File: config.mk
export PLATFORM = sky130hd
export DESIGN_NAME = timer_arbiter
export DESIGN_NICKNAME = d
export VERILOG_FILES = /design/src/rtl/timer_arbiter.sv
export SDC_FILE = /design/constraint.sdc
export NUM_CORES = 1
export LEC_CHECK = 0
export CORE_MARGIN = 4
export CORE_UTILIZATION = 43
export DETAILED_ROUTE_END_ITERATION = 8
export PLACE_DENSITY = 0.78
export SYNTH_ARGS = -nofsm -noshare
export SYNTH_HDL_FRONTEND = slang
export SYNTH_SLANG_ARGS = --single-unit
File: constraint.sdc
create_clock -name clock -period 1.5 [get_ports clock]
set_input_delay 0.3 -clock clock [delete_from_list [all_inputs] [get_ports clock]]
set_output_delay 0.3 -clock clock [all_outputs]
set_load 0.02 [all_outputs]
File: src/rtl/timer_arbiter.sv
// timer_arbiter: round-robin scheduler sharing one up-counter delay timer among NREQ requesters.
// Define TIMER_ARB_ABORT_EN to abandon a transaction when its requester drops io_req while counting.
module timer_arbiter #(
  parameter int NREQ  = 4,
  parameter int WIDTH = 4
) (
  input  logic                     clock,
  input  logic                     reset,
  input  logic [NREQ-1:0]          io_req,
  input  logic [NREQ*WIDTH-1:0]    io_len,
  output logic [NREQ-1:0]          io_grant,
  output logic                     io_busy,
  output logic                     io_done,
  output logic [$clog2(NREQ)-1:0]  io_done_id,
  output logic [WIDTH-1:0]         io_count
);

  localparam int IDW = $clog2(NREQ);

  typedef enum logic [1:0] {
    IDLE  = 2'd0,
    COUNT = 2'd1,
    DONE  = 2'd2
  } state_e;

  state_e           state_q, state_d;
  logic [IDW-1:0]   ptr_q, ptr_d;
  logic [IDW-1:0]   winner_q, winner_d;
  logic [WIDTH-1:0] len_q, len_d;
  logic [WIDTH-1:0] count_q, count_d;

  logic [WIDTH-1:0] len_arr [NREQ];
  logic             found;
  logic [IDW-1:0]   pick;
  logic [IDW:0]     idx;
  logic [IDW-1:0]   winner_inc;

  genvar gi;
  generate
    for (gi = 0; gi < NREQ; gi++) begin : g_len
      assign len_arr[gi] = io_len[gi*WIDTH +: WIDTH];
    end
  endgenerate

  // Walk offsets from far to near so the requester closest to ptr wins.
  always_comb begin
    found = 1'b0;
    pick  = '0;
    idx   = '0;
    for (int k = NREQ - 1; k >= 0; k--) begin
      idx = {1'b0, ptr_q} + (IDW+1)'(k);
      if (idx >= (IDW+1)'(NREQ)) idx = idx - (IDW+1)'(NREQ);
      if (io_req[idx[IDW-1:0]]) begin
        found = 1'b1;
        pick  = idx[IDW-1:0];
      end
    end
  end

  assign winner_inc = (winner_q == IDW'(NREQ - 1)) ? '0 : winner_q + 1'b1;

  always_comb begin
    state_d  = state_q;
    ptr_d    = ptr_q;
    winner_d = winner_q;
    len_d    = len_q;
    count_d  = count_q;
    unique case (state_q)
      IDLE: begin
        if (found) begin
          state_d  = COUNT;
          winner_d = pick;
          len_d    = len_arr[pick];
          count_d  = '0;
        end
      end
      COUNT: begin
`ifdef TIMER_ARB_ABORT_EN
        if (!io_req[winner_q]) begin
          state_d = IDLE;
          count_d = '0;
          ptr_d   = winner_inc;
        end else
`endif
        if (count_q == len_q) begin
          state_d = DONE;
        end else begin
          count_d = count_q + 1'b1;
        end
      end
      DONE: begin
        state_d = IDLE;
        ptr_d   = winner_inc;
        count_d = '0;
      end
      default: state_d = IDLE;
    endcase
  end

  always_ff @(posedge clock) begin
    if (reset) begin
      state_q  <= IDLE;
      ptr_q    <= '0;
      winner_q <= '0;
      len_q    <= '0;
      count_q  <= '0;
    end else begin
      state_q  <= state_d;
      ptr_q    <= ptr_d;
      winner_q <= winner_d;
      len_q    <= len_d;
      count_q  <= count_d;
    end
  end

  assign io_busy    = (state_q != IDLE);
  assign io_done    = (state_q == DONE);
  assign io_done_id = io_done ? winner_q : '0;
  assign io_count   = count_q;

  always_comb begin
    io_grant = '0;
    if (io_busy) io_grant[winner_q] = 1'b1;
  end

endmodule

==> summary.md <==
| Metric | Value |
|---|---|
| Setup violations, final | 1 |
| GRT Resource Usage Total | 0.207 |
| Grt total ovfl | 0 |
| Vias per cell | 5.26 |
| Critical Path, Cell by Cell | dlygate4sd2_1 > nor4_4 > a21oi_4 > nor2_2 > or4b_1 > nand2_1 |
| Met2 usage | 0.382 |
| Post-DP Area | 1370 µm² |
| Rel. slew slack | 0.771 |
| GP Congestion | 0.723 |
| Clk sinks | 14 |
| Setup CP Type | input pin to register |
| Hold Path Class | register to register |
| H-tree depth | 1 |
| Die area | 2940 µm² |
| Critical path depth | 6 |
| Pwr Total | 1.41 mW |
| Worst setup margin | -0.00473 ns |
| Maxcap violations | 0 |
| Yosys cell types | 32 |
| Worst reg2reg path depth | 9 |
| Vias in the first global route | 1003 |
| Most frequent cells in the layout | buf_4, clkdlybuf4s50_1, mux2i_1, nor2_1 |
| Top cells by area, synth | dfxtp_1, mux2i_1, ha_1 |
| Die Height | 54.2 µm |
| Dpl hpwl | 1.92 mm |
| Final hold vios | 0 |
| Core Rows | 16 |
| Slew Limit Fails | 0 |
| Maximum clock frequency | 0.665 GHz |
| Worst Path Max Fanout | 3 |
| Mean Syn Cell Area | 8.65 µm² |
| Post-Syn Area | 917 µm² |
| Most Used Layer, Global Route | met2 |
| Post-Syn Instances | 106 |
| Commonest non-fill, non-tap cell in the layout | buf_4 |
| CTS Buf Count | 3 |
| Critical Path End | io_count[2]$_SDFFE_PP0P_ |
| Grt met3 use | 0.0360 |
| Initial antenna violation count | 0 |
| Tcrit/Tclk final | 1.00 |
| Total number of vias | 983 |
| Initial Util | 0.458 |
| Port Buf Inserts | 33 |
| Critical Path AT | 1.74 ns |
| Clk_lat worst skew | 0.29 ns |
| Number of iterations in the first detailed-routing pass | 4 |
| Root Buffer | clkbuf_4 |
| Period minus WS final | 1.50 ns |
| P&R area growth vs syn | 67.3% |
| Worst slew pin tran | 0.340 ns |
| Worst path max stage delay | 0.44 ns |
| Leakage power total | 0.679 nW |
| Final instance area | 1530 µm² |
| Ports | 34 |
| Share of cells above drive strength 1 | 0.369 |
| Launch point of the worst path | io_req[3] |
| Residual DRC count | 0 |
| Worst setup SP type | input pin |
| Main synth FF type | dfxtp_1 |
| Sequential cell area fraction in the yosys report | 0.306 |
| Slowest CP cell | or4b_1 |
| Worst clock skew | 0.00144 ns |
| CP required | 1.74 ns |
| Longest Clk Path Bufs | 2 |
| Worst path buffer plus inverter count | 1 |
| Number of synthesized flops with an enable pin | 0 |
| Final wirelength | 2.75 mm |
| Yosys reg bits | 14 |
| Synthesized Nets | 133 |
| Core area | 2000 µm² |
| Drt wl/cell | 14.7 µm |
| Min Hold Slack | 0.465 ns |
| RSZ-0062 raised after global routing | true |
| FF-to-FF setup slack | 0.02 ns |
| Pwr/cell area | 918 nW/µm² |
| TritonCTS clock tree | built |
| Die Width | 54.2 µm |
| RR Startpoint | state_q[1]$_SDFFE_PP0P_ |
| Antenna diode count | 0 |
| Clk pin slew, worst setup/hold paths | 0.09 ns |
| Failing checks | setup timing |
| GRT met1 Usage | 0.223 |
| Nets | 188 |
| Pin count of the biggest net entering global routing | 9 |
| Outcome | finished, violations left |
| Crit end category | register |
| Delay-heaviest family, CP | simple AND/OR/NAND/NOR gates |
| Synth area leader | dfxtp_1 |
| Drt initial violations | 17 |
| Yosys top cell area share | 0.306 |
| RR Endpoint | io_count[2]$_SDFFE_PP0P_ |
| Asr flop ratio synth | 0 |
| First-pass GRT wire length | 4.39 mm |
| Max VDD drop | 0.632 mV |
| Antenna-violating nets left | 0 |
| Yosys warns | 0 |
[stage by stage]
stage	worst slack, ns	utilization	std cells	setup TNS, ns
after floorplan	0.00221	-	106	0
after global placement	-0.463	0.686	177	-4.67
after detailed placement	-0.562	0.686	177	-5.52
final	-0.00473	0.766	187	-0.00473
after global routing	-0.0425	0.766	187	-0.162
after CTS	-0.0142	0.728	186	-0.0142
[registers in the layout, indices dropped and copies added (netlist names)]
signal	flops
winner_q	2
len_q	4
ptr_q	2
state_q	2
io_count	4
[logic make-up after synthesis]
logic type	after synthesis	share of synthesized area
simple gates	42	0.262
buf+inv	12	0.0559
fa+ha+maj	5	0.0682
mux	13	0.143
xor+xnor	4	0.0382
compound gates	16	0.127
flops	14	0.306
[layout make-up]
class	count	area (µm²)
clock buffer	4	36.3
tap	27	33.8
fill	143	468
sequential	14	297
multi-input combinational	81	686
inverter	8	32.5
timing repair buffer	53	449
[power breakdown]
| group | total (mW) | internal [mW] | switching, mW |
|---|---|---|---|
| clock network | 0.289 | 0.148 | 0.141 |
| logic | 0.642 | 0.331 | 0.311 |
| registers | 0.478 | 0.422 | 0.0562 |
| total | 1.41 | 0.901 | 0.508 |
[worst register-to-register path, delay by kind of cell (launching register included)]
family                 cells  cell delay, ns
AND/OR/NAND/NOR            2            0.13
AO/OA/AOI/OAI              2            0.27
flip-flops                 1            0.38
buffers and inverters      5            0.60
[timing repair]
item / CTS / global route
pin swaps: 5 / 5
hold buffers: 0 / 0
gates resized for setup: 52 / 25
endpoints found under the setup margin: 22 / 14
buffers inserted: 4 / 1
gates cloned: 1 / 0
[cells in the mapped netlist, drive strengths merged (2+ instances only)]
master	n
inv	8
nor2b	4
nand2b	4
dfxtp	14
xnor2	4
nand2	4
a21oi	6
ha	5
nor3	5
buf	3
o221ai	4
nand4	2
nand3b	4
mux2i	12
nor2	14
[layer usage]
metal | part of all wire | vias up
li1 | - | 487
met1 | 0.41 | 461
met2 | 0.54 | 31
met3 | 0.039 | 4
met4 | 0.014 | 0
met5 | 0 | -
[how the worst min path moves through the flow]
stage | from | to | slack (ns) | cells after the start
5_1_grt | state_q[1]$_SDFFE_PP0P_ | state_q[0]$_SDFFE_PP0P_ | 0.47 | 1
6_report | state_q[1]$_SDFFE_PP0P_ | state_q[0]$_SDFFE_PP0P_ | 0.46 | 1
4_1_cts | state_q[1]$_SDFFE_PP0P_ | state_q[0]$_SDFFE_PP0P_ | 0.48 | 1
2_1_floorplan | state_q[1]$_SDFFE_PP0P_ | state_q[0]$_SDFFE_PP0P_ | 0.46 | 1
3_5_place_dp | state_q[1]$_SDFFE_PP0P_ | state_q[0]$_SDFFE_PP0P_ | 0.49 | 1
3_3_place_gp | state_q[1]$_SDFFE_PP0P_ | state_q[0]$_SDFFE_PP0P_ | 0.48 | 1
Note: power is estimated with default switching activity, not from simulation.
